**src/rtl/fetch_ctrl_pkg.sv**
```systemverilog
// rtl/fetch_ctrl_pkg.sv - shared fetch-sequencer types and default vectors
package fetch_ctrl_pkg;

  localparam logic [31:0] RST_VEC_DEF  = 32'd32;
  localparam logic [31:0] INT_VEC_DEF  = 32'd0;
  localparam logic [3:0]  ITYPE_OP_DEF = 4'd8;

  typedef enum logic [1:0] {
    ST_RUN,
    ST_IMM,
    ST_INT_PUSH,
    ST_INT_VEC
  } fetch_state_e;

  // Which rule won the priority mux this cycle; the FSM steps on this.
  typedef enum logic [2:0] {
    SEL_RST,
    SEL_HOLD,
    SEL_POP,
    SEL_JMP,
    SEL_INT_ENTRY,
    SEL_SEQ,
    SEL_PUSH,
    SEL_VEC
  } pc_sel_e;

endpackage

```
**src/rtl/fetch_seq_ctrl_if.sv**
```systemverilog
// rtl/fetch_seq_ctrl_if.sv - PC-side request and redirect bundle of the fetch sequencer
interface fetch_seq_ctrl_if;
  logic [31:0] pc_cur;
  logic [3:0]  instr_op;
  logic        stall;
  logic        exception;
  logic        interrupt;
  logic        set_int;
  logic        pop_pc;
  logic [31:0] pc_pop_value;
  logic        jmp_sgn;
  logic [31:0] pc_jmp_value;
  logic [31:0] pc_next;
  logic        pc_we;
  logic        flush_if;
  logic        imm_phase;
  logic        int_pending;
  logic        int_push_req;
  logic [31:0] int_ret_pc;
  logic        int_ack;

  modport master (
    output pc_cur, instr_op, stall, exception, interrupt, set_int,
           pop_pc, pc_pop_value, jmp_sgn, pc_jmp_value,
    input  pc_next, pc_we, flush_if, imm_phase, int_pending,
           int_push_req, int_ret_pc, int_ack
  );

  modport slave (
    input  pc_cur, instr_op, stall, exception, interrupt, set_int,
           pop_pc, pc_pop_value, jmp_sgn, pc_jmp_value,
    output pc_next, pc_we, flush_if, imm_phase, int_pending,
           int_push_req, int_ret_pc, int_ack
  );
endinterface

```
**src/rtl/fetch_pc_mux.sv**
```systemverilog
// rtl/fetch_pc_mux.sv - priority mux choosing next PC, write enable and IF flush
module fetch_pc_mux
  import fetch_ctrl_pkg::*;
#(
  parameter logic [31:0] RST_VEC = RST_VEC_DEF,
  parameter logic [31:0] INT_VEC = INT_VEC_DEF
) (
  input  fetch_state_e state,
  input  logic         reset,
  input  logic         exception,
  input  logic         stall,
  input  logic         pop_pc,
  input  logic         jmp_sgn,
  input  logic         int_pending,
  input  logic [31:0]  pc_cur,
  input  logic [31:0]  pc_pop_value,
  input  logic [31:0]  pc_jmp_value,
  output logic [31:0]  pc_next,
  output logic         pc_we,
  output logic         flush_if,
  output pc_sel_e      sel
);

  always_comb begin
    pc_next  = pc_cur + 32'd1;
    pc_we    = 1'b0;
    flush_if = 1'b0;
    sel      = SEL_SEQ;
    if (reset || exception) begin
      pc_next  = RST_VEC;
      pc_we    = 1'b1;
      flush_if = 1'b1;
      sel      = SEL_RST;
    end else if (stall) begin
      pc_next = pc_cur;
      sel     = SEL_HOLD;
    end else begin
      case (state)
        ST_RUN, ST_IMM: begin
          if (pop_pc) begin
            pc_next  = pc_pop_value;
            pc_we    = 1'b1;
            flush_if = 1'b1;
            sel      = SEL_POP;
          end else if (jmp_sgn) begin
            pc_next  = pc_jmp_value;
            pc_we    = 1'b1;
            flush_if = 1'b1;
            sel      = SEL_JMP;
          end else if (state == ST_RUN && int_pending) begin
            // Boundary reached: squash IF but keep PC so it becomes the return address.
            pc_next  = pc_cur;
            flush_if = 1'b1;
            sel      = SEL_INT_ENTRY;
          end else begin
            pc_we = 1'b1;
          end
        end
        ST_INT_PUSH: begin
          pc_next  = pc_cur;
          flush_if = 1'b1;
          sel      = SEL_PUSH;
        end
        ST_INT_VEC: begin
          pc_next  = INT_VEC;
          pc_we    = 1'b1;
          flush_if = 1'b1;
          sel      = SEL_VEC;
        end
        default: ;
      endcase
    end
  end

endmodule

```
**src/rtl/fetch_seq_ctrl.sv**
```systemverilog
// rtl/fetch_seq_ctrl.sv - fetch PC sequencer with I-type tracking and interrupt entry
module fetch_seq_ctrl
  import fetch_ctrl_pkg::*;
#(
  parameter logic [31:0] RST_VEC     = RST_VEC_DEF,
  parameter logic [31:0] INT_VEC     = INT_VEC_DEF,
  parameter int          PUSH_CYCLES = 2,
  parameter logic [3:0]  ITYPE_OP    = ITYPE_OP_DEF
) (
  input logic             clk,
  input logic             reset,
  fetch_seq_ctrl_if.slave bus
);

  localparam int            CW       = (PUSH_CYCLES > 1) ? $clog2(PUSH_CYCLES) : 1;
  localparam logic [CW-1:0] CNT_INIT = CW'(PUSH_CYCLES - 1);

  fetch_state_e  state_q, state_d;
  logic [CW-1:0] cnt_q, cnt_d;
  logic          pend_q, pend_d;
  logic [31:0]   ret_q, ret_d;
  pc_sel_e       sel;

  fetch_pc_mux #(
    .RST_VEC (RST_VEC),
    .INT_VEC (INT_VEC)
  ) u_mux (
    .state        (state_q),
    .reset        (reset),
    .exception    (bus.exception),
    .stall        (bus.stall),
    .pop_pc       (bus.pop_pc),
    .jmp_sgn      (bus.jmp_sgn),
    .int_pending  (pend_q),
    .pc_cur       (bus.pc_cur),
    .pc_pop_value (bus.pc_pop_value),
    .pc_jmp_value (bus.pc_jmp_value),
    .pc_next      (bus.pc_next),
    .pc_we        (bus.pc_we),
    .flush_if     (bus.flush_if),
    .sel          (sel)
  );

  always_comb begin
    state_d = state_q;
    cnt_d   = cnt_q;
    ret_d   = ret_q;
    case (sel)
      SEL_RST, SEL_POP, SEL_JMP, SEL_VEC: state_d = ST_RUN;
      SEL_INT_ENTRY: begin
        state_d = ST_INT_PUSH;
        cnt_d   = CNT_INIT;
        ret_d   = bus.pc_cur;
      end
      SEL_SEQ: begin
        state_d = (state_q == ST_RUN && bus.instr_op == ITYPE_OP) ? ST_IMM : ST_RUN;
      end
      SEL_PUSH: begin
        if (cnt_q == '0) state_d = ST_INT_VEC;
        else             cnt_d   = cnt_q - CW'(1);
      end
      default: ;
    endcase
    // A new pulse in the clearing cycle survives so it is taken on the next boundary.
    pend_d = bus.interrupt | bus.set_int |
             (pend_q & ~(sel == SEL_RST || sel == SEL_INT_ENTRY));
  end

  always_ff @(posedge clk) begin
    if (reset) begin
      state_q <= ST_RUN;
      cnt_q   <= '0;
      pend_q  <= 1'b0;
      ret_q   <= '0;
    end else begin
      state_q <= state_d;
      cnt_q   <= cnt_d;
      pend_q  <= pend_d;
      ret_q   <= ret_d;
    end
  end

  assign bus.imm_phase    = (state_q == ST_IMM) && !reset;
  assign bus.int_push_req = (state_q == ST_INT_PUSH) && !reset;
  assign bus.int_ack      = (sel == SEL_VEC);
  assign bus.int_pending  = pend_q && !reset;
  assign bus.int_ret_pc   = reset ? 32'd0 : ret_q;

endmodule

```
**src/flat_wrapper.sv**
```systemverilog
// flat-port wrapper written by rule: the top's interface ports become plain ports
module fetch_seq_ctrl_flat import fetch_ctrl_pkg::*;
#(
  parameter logic [31:0] RST_VEC     = RST_VEC_DEF,
  parameter logic [31:0] INT_VEC     = INT_VEC_DEF,
  parameter int          PUSH_CYCLES = 2,
  parameter logic [3:0]  ITYPE_OP    = ITYPE_OP_DEF
)
  (clk, reset, bus_pc_cur, bus_instr_op, bus_stall, bus_exception, bus_interrupt, bus_set_int, bus_pop_pc, bus_pc_pop_value, bus_jmp_sgn, bus_pc_jmp_value, bus_pc_next, bus_pc_we, bus_flush_if, bus_imm_phase, bus_int_pending, bus_int_push_req, bus_int_ret_pc, bus_int_ack);
  fetch_seq_ctrl_if bus_i ();
  input logic clk;
  input logic reset;
  input wire logic [$bits(bus_i.pc_cur)-1:0] bus_pc_cur;
  input wire logic [$bits(bus_i.instr_op)-1:0] bus_instr_op;
  input wire logic [$bits(bus_i.stall)-1:0] bus_stall;
  input wire logic [$bits(bus_i.exception)-1:0] bus_exception;
  input wire logic [$bits(bus_i.interrupt)-1:0] bus_interrupt;
  input wire logic [$bits(bus_i.set_int)-1:0] bus_set_int;
  input wire logic [$bits(bus_i.pop_pc)-1:0] bus_pop_pc;
  input wire logic [$bits(bus_i.pc_pop_value)-1:0] bus_pc_pop_value;
  input wire logic [$bits(bus_i.jmp_sgn)-1:0] bus_jmp_sgn;
  input wire logic [$bits(bus_i.pc_jmp_value)-1:0] bus_pc_jmp_value;
  output wire logic [$bits(bus_i.pc_next)-1:0] bus_pc_next;
  output wire logic [$bits(bus_i.pc_we)-1:0] bus_pc_we;
  output wire logic [$bits(bus_i.flush_if)-1:0] bus_flush_if;
  output wire logic [$bits(bus_i.imm_phase)-1:0] bus_imm_phase;
  output wire logic [$bits(bus_i.int_pending)-1:0] bus_int_pending;
  output wire logic [$bits(bus_i.int_push_req)-1:0] bus_int_push_req;
  output wire logic [$bits(bus_i.int_ret_pc)-1:0] bus_int_ret_pc;
  output wire logic [$bits(bus_i.int_ack)-1:0] bus_int_ack;
  assign bus_i.pc_cur = bus_pc_cur;
  assign bus_i.instr_op = bus_instr_op;
  assign bus_i.stall = bus_stall;
  assign bus_i.exception = bus_exception;
  assign bus_i.interrupt = bus_interrupt;
  assign bus_i.set_int = bus_set_int;
  assign bus_i.pop_pc = bus_pop_pc;
  assign bus_i.pc_pop_value = bus_pc_pop_value;
  assign bus_i.jmp_sgn = bus_jmp_sgn;
  assign bus_i.pc_jmp_value = bus_pc_jmp_value;
  assign bus_pc_next = bus_i.pc_next;
  assign bus_pc_we = bus_i.pc_we;
  assign bus_flush_if = bus_i.flush_if;
  assign bus_imm_phase = bus_i.imm_phase;
  assign bus_int_pending = bus_i.int_pending;
  assign bus_int_push_req = bus_i.int_push_req;
  assign bus_int_ret_pc = bus_i.int_ret_pc;
  assign bus_int_ack = bus_i.int_ack;
  fetch_seq_ctrl #(.RST_VEC(RST_VEC), .INT_VEC(INT_VEC), .PUSH_CYCLES(PUSH_CYCLES), .ITYPE_OP(ITYPE_OP)) u_core (.clk(clk), .reset(reset), .bus(bus_i));
endmodule
```
**config.mk**
```make
export PLATFORM = sky130hd
export DESIGN_NAME = fetch_seq_ctrl_flat
export DESIGN_NICKNAME = d
export VERILOG_FILES = /design/src/rtl/fetch_ctrl_pkg.sv /design/src/rtl/fetch_seq_ctrl_if.sv /design/src/rtl/fetch_pc_mux.sv /design/src/rtl/fetch_seq_ctrl.sv /design/src/flat_wrapper.sv
export SDC_FILE = /design/constraint.sdc
export NUM_CORES = 1
export LEC_CHECK = 0
export CAP_MARGIN = 15
export CORE_MARGIN = 2
export CORE_UTILIZATION = 37
export CTS_CLUSTER_DIAMETER = 40
export DETAILED_ROUTE_END_ITERATION = 6
export PLACE_DENSITY = 0.78
export SETUP_SLACK_MARGIN = 0.3
export SLEW_MARGIN = 20
export SYNTH_ARGS = -nofsm -noshare
export SYNTH_HDL_FRONTEND = slang
export SYNTH_SLANG_ARGS = --single-unit
```
**constraint.sdc**
```tcl
create_clock -name clk -period 4.6 [get_ports clk]
set_input_delay 1.38 -clock clk [delete_from_list [all_inputs] [get_ports clk]]
set_output_delay 1.38 -clock clk [all_outputs]
set_load 0.03 [all_outputs]
```
==> flow_summary.yaml, run 1 <==
place:
  place_congestion: 0.945
  hpwl_um: 13500
  port_buffers: 177
  place_inst: 906
  dpl-instance-area_um2: 6290
power_and_ir_drop:
  powerDensity_nw_per_um2: 143
  leakage_uw: 0.00308
  irDropWorstVdd_uv: 114
  power.total_uw: 1080
floorplanning:
  ios: 178
  chipHeight_um: 102
  fp.dieW_um: 102
  start_util: 0.383
  die_area_um2: 10400
  core_um2: 9240
  rows: 35
layout:
  diodes: 0
  nFillCells: 563
  fin_cells: 973
  final_layout_size_suffix_gt1_frac: 0.412
  stdcell_area_um2: 7560
  postLayoutCoreUtil: 0.819
  syn2layout_area_growth_pct: 114
  nNetsFinal: 952
synth:
  synth_ff_type: "dfxtp_1"
  yosys_warnings: 0
  syn_inst: 534
  synth_cell_type_count: 60
  ys_seq_area_frac: 0.204
  synth_edf_count: 0
  syn_avg_cell_area_um2: 6.62
  synth.most_common_cell: "nand2_1"
  netlist_area_um2: 3540
  ys_seq_elements: 36
  ys_top_cells_by_area: "dfxtp_1, nand2_1, nor2b_1, a21oi_1, clkbuf_1"
  async_flop_share: 0
  syn_nets: 643
  synth_commonest_cells: "nand2_1, clkbuf_1, a21oi_1, nor2b_1"
  synth.largest_area_cell: "dfxtp_1"
  synth_top_cell_area_share: 0.204
global_routing:
  grt.overflow.total: 0
  grt_pass1_vias: 5842
  grt_max_degree: 37
  grt_pass1_wl_um: 29700
  antenna_found_initial: 0
  grt_usage: 0.366
worst_setup_path:
  crit_arrival_ns: 3.39
  cpMaxStageDelayCell: "a311o_2"
  cp_common_cell: "buf_6"
  cp.required_ns: 3.22
  critical_path_class: "primary input to output port"
  crit_path_start_kind: "primary input"
  path_delay_family: "buffers and inverters"
  crit_buf_inv: 12
  regToRegStartpoint: "u_core.state_q[1]"
  crit_start: "bus_pc_cur[17]"
  endpoint_kind: "output port"
  critical_path.max_stage_delay_ns: 0.33
  path_cells: "buf_6 > nand4_1 > buf_4 > buf_6 > buf_6 > buf_6 > buf_6 > buf_6 > buf_6 > buf_6 > buf_6 > buf_6 > nor3_4 > mux2i_1 > a311o_2 > buf_6"
  cp_max_fo: 2
status:
  status: "finished, violations left"
  violations: "DRC, setup timing"
timing:
  layout_setup_ws_ns: -0.172
  relSlewSlack: 0.579
  final-hold-violation-count: 0
  rsz0062_at_grt: "yes"
  setup_violations: 7
  fmax_ghz: 0.210
  finalCritPeriodShare: 1.04
  drv_slew: 0
  tightest_slew_ns: 0.632
  fin_crit_ns: 4.77
  clock_skew_ns: 0.0183
clock_tree:
  h-tree-depth: 2
  path_clk_slew_ns: 0.08
  cts_buffers: 5
  root_buffer: "clkbuf_8"
  clk_path_buf_depth: 2
  clkLatencyLatePin_ns: 0.31
  cts_tree: "built"
  cts_sinks: 36
drt:
  routed_wl_um: 21000
  vias: 6077
  drtPass1Iterations: 7
  first_iter_violations: 603
  drc: 1
  wl_per_cell_um: 21.6
  vias_per_cell: 6.25
  route.antenna.remaining_nets: 0
flow_run:
  max-cap-violations: 0
hold_path:
  hp-class: "flip-flop to flip-flop"
  hold_start: "u_core.ret_q[12]"
[cell families (layout without fill, tap and decap cells)]
logic type / Yosys count / after routing / synth area share
adders and majority gates: 1 / 1 / 0.00354
DFF: 36 / 36 / 0.204
and+or+nand+nor: 263 / 263 / 0.380
xor gates and xnor gates: 5 / 5 / 0.0124
muxes: 9 / 9 / 0.0255
buffers and inverters: 60 / 370 / 0.0662
AOI/OAI and AO/OA: 160 / 160 / 0.309
[metal layers]
| layer | global-route usage | share of wire | vias to the layer above |
|---|---|---|---|
| li1 | - | - | 2579 |
| met1 | 0.435 | 0.36 | 2756 |
| met2 | 0.617 | 0.45 | 574 |
| met3 | 0.0932 | 0.12 | 168 |
| met4 | 0.166 | 0.068 | 0 |
| met5 | 0 | 0 | - |
[cell type report]
type                    count  area (µm²)  share of cell area
repair buffers            352        3320               0.439
inverters                  10        37.5             0.00496
clock inverters             3        18.8             0.00248
flip-flops and latches     36         721              0.0953
clock buffers               5        68.8             0.00910
well taps                 129         161              0.0213
multi-input cells         438        3240               0.428
[where the power goes]
group / internal, µW / switching [µW]
clock: 106 / 143
combinational: 255 / 263
sequential: 314 / 2.37
[worst min-delay path, delay by kind of cell (launching register included)]
family / cells / cell delay (ns)
compound gates: 1 / 0.05
simple gates: 1 / 0.05
flops: 1 / 0.31
[what timing repair did]
item / 4_1_cts / 5_1_grt
gates cloned: 1 / 0
endpoints found under the setup margin: 41 / 46
hold buffers: 0 / 0
buffers inserted: 47 / 11
pin swaps: 52 / 31
gates resized for setup: 257 / 56
[cell usage in the layout, fill, tap and decap left out, drive strengths merged, types with 8 or more instances in the layout]
| cell type | count |
|---|---|
| nor3 | 14 |
| a21oi | 40 |
| nand2 | 90 |
| nand4 | 9 |
| o21a | 9 |
| inv | 10 |
| a22oi | 21 |
| or4 | 8 |
| nor2b | 38 |
| buf | 236 |
| dfxtp | 36 |
| mux2i | 9 |
| o21ai | 24 |
| clkdlybuf4s50 | 111 |
| nor4 | 12 |
| nand3 | 17 |
| nor2 | 36 |
[registers in the layout (all words and copies together) (netlist names)]
signal          count
u_core.ret_q       32
u_core.cnt_q        1
u_core.state_q      2
u_core.pend_q       1
[worst paths after layout]
kind                                          to  slack [ns]  cells past startpoint
worst min register to register  u_core.ret_q[12]        0.45                      2
worst max-delay path             bus_pc_next[18]       -0.17                     16
worst max register to register  u_core.ret_q[11]        2.18                      5
worst min-delay path            u_core.ret_q[12]        0.45                      2
[metrics by stage]
step | TNS (ns) | worst slack (ns) | hold slack (ns)
2_1_floorplan | 0 | 0.0467 | 0.432
3_3_place_gp | -8.75 | -0.623 | 0.438
3_5_place_dp | -9.68 | -0.657 | 0.443
4_1_cts | -0.480 | -0.185 | 0.455
6_report | -0.439 | -0.172 | 0.452
5_1_grt | -0.775 | -0.206 | 0.478
(Power assumes the default switching activity.)
==> run 2: changes to the inputs <==
--- a/config.mk
+++ b/config.mk
@@ -7,10 +7,9 @@
 export LEC_CHECK = 0
 export CAP_MARGIN = 15
 export CORE_MARGIN = 2
-export CORE_UTILIZATION = 37
+export CORE_UTILIZATION = 25
 export CTS_CLUSTER_DIAMETER = 40
 export DETAILED_ROUTE_END_ITERATION = 6
-export PLACE_DENSITY = 0.78
 export SETUP_SLACK_MARGIN = 0.3
 export SLEW_MARGIN = 20
 export SYNTH_ARGS = -nofsm -noshare
==> run 2 against run 1 <==
Net effect: the run still ends with DRC, setup timing left; via count fell by 10%; critical path depth fell by 7; cell area rose by 1.5%; power rose by 14%; fmax rose by 0.62%; largest power group unchanged.
==> flow_summary.yaml, run 2 (synthesized netlist as in run 1, its figures left out) <==
floorplanning:
  rows: 43
  core_um2: 13800
  fp.dieW_um: 123
  start_util: 0.256
  ios: 178
  chipHeight_um: 123
  die_area_um2: 15100
place:
  hpwl_um: 14800
  port_buffers: 177
  dp_slack_ns: -0.699
  place_congestion: 0.914
global_routing:
  grt_usage: 0.258
  grt.overflow.total: 0
  grt_max_degree: 35
  grt_pass1_wl_um: 29800
  antenna_found_initial: 0
  grt_pass1_vias: 5511
timing:
  clock_skew_ns: 0.00229
  finalCritPeriodShare: 1.03
  rsz0062_at_grt: "yes"
  final-hold-violation-count: 0
  fmax_ghz: 0.211
  layout_setup_ws_ns: -0.142
  relSlewSlack: 0.524
  worst_hold_slack_ns: 0.449
  setup_violations: 8
  fin_crit_ns: 4.74
  tightest_slew_ns: 0.714
  drv_slew: 0
drt:
  met1_length_um: 8190
  highest_layer: "met4"
  wl_per_cell_um: 19.6
  drtPass1Iterations: 7
  routed_wl_um: 19900
  vias: 5454
  first_iter_violations: 374
  wl_met2_um: 9570
  routed-wl-met3_um: 1630
  vias_per_cell: 5.37
  route.antenna.remaining_nets: 0
  drc: 1
clock_tree:
  cts_buffers: 5
  clkLatencyLatePin_ns: 0.29
  clk_path_buf_depth: 2
  cts_sinks: 36
  h-tree-depth: 2
  path_clk_slew_ns: 0.06
  root_buffer: "clkbuf_16"
  cts_tree: "built"
layout:
  final_layout_size_suffix_gt1_frac: 0.398
  layout_commonest_cell: "buf_4"
  nFillCells: 1265
  largestRegisters: "u_core.ret_q: 32 flops, u_core.state_q: 2 flops"
  largest_register: "u_core.ret_q"
  syn2layout_area_growth_pct: 117
  diodes: 0
  nNetsFinal: 943
  mostFrequentLayoutCells: "buf_4, clkdlybuf4s50_1, nand2_1"
  largest_reg_flops: 32
power_and_ir_drop:
  power.total_uw: 1230
  irDropWorstVdd_uv: 213
  powerDensity_nw_per_um2: 161
  leakage_uw: 0.00309
worst_setup_path:
  path_cells: "buf_6 > nand4_1 > or4_4 > buf_6 > buf_6 > nand4bb_4 > or4b_4 > nand3_4 > buf_12"
  cp_max_fo: 4
  regToRegStartpoint: "u_core.state_q[1]"
  crit_path_start_kind: "primary input"
  cp.required_ns: 3.22
  crit_start: "bus_pc_cur[17]"
  cpMaxStageDelayCell: "or4_4"
  cp_common_cell: "buf_6"
  critical_path_class: "primary input to output port"
  crit_arrival_ns: 3.36
  critical_path.max_stage_delay_ns: 0.56
  endpoint_kind: "output port"
hold_path:
  hold_start: "u_core.ret_q[23]"
  hp-class: "flip-flop to flip-flop"
status:
  violations: "DRC, setup timing"
  status: "finished, violations left"
flow_run:
  max-cap-violations: 0
-- run 2: layout make-up --
cell class,instances,area [µm²],area share
repair buffers,343,3340,0.435
multi-input cells,438,3180,0.415
flip-flops and latches,36,721,0.0939
well taps,180,225,0.0293
clock buffers,5,125,0.0163
clock inverters,3,42.5,0.00554
inverters,10,37.5,0.00489
-- run 2: where the power goes --
group | total [µW] | leakage, µW | switching (µW) | internal [µW]
registers | 317 | 0.000290 | 2.27 | 314
clock network | 406 | 0.0000798 | 151 | 255
logic | 512 | 0.00272 | 250 | 262
total | 1230 | 0.00309 | 403 | 831
-- run 2: path summary, 6_finish.rpt --
path / end / slack [ns] / cells after the start
min: u_core.ret_q[23] / 0.45 / 2
max reg2reg: u_core.ret_q[1] / 2.17 / 5
max: bus_pc_next[28] / -0.14 / 9
min reg2reg: u_core.ret_q[23] / 0.45 / 2
-- run 2: what timing repair did --
item	CTS	global route
setup buffers	41	12
hold buffers	0	0
cloned	2	0
setup endpoints to repair	34	29
pin swaps	37	39
gates resized for setup	228	64
-- run 2: metrics by stage --
step            util  area, µm²  setup TNS (ns)  cells
2_1_floorplan      -       3750               0    534
3_3_place_gp   0.465       6430           -8.63    952
3_5_place_dp   0.465       6430           -8.96    952
4_1_cts        0.532       7360          -0.499   1003
5_1_grt        0.555       7680           -1.04   1015
6_report       0.555       7680          -0.536   1015
-- run 2: metal layers --
metal / GRT usage / up-vias
met3: 0.0526 / 37
met4: 0.0776 / 0
met5: 0 / -
li1: - / 2578
met2: 0.434 / 275
met1: 0.333 / 2564
-- run 2: worst max-delay path: cells and delay by family --
| kind | cells | cell delay [ns] |
|---|---|---|
| buffers and inverters | 4 | 0.45 |
| and+or+nand+nor | 5 | 1.53 |
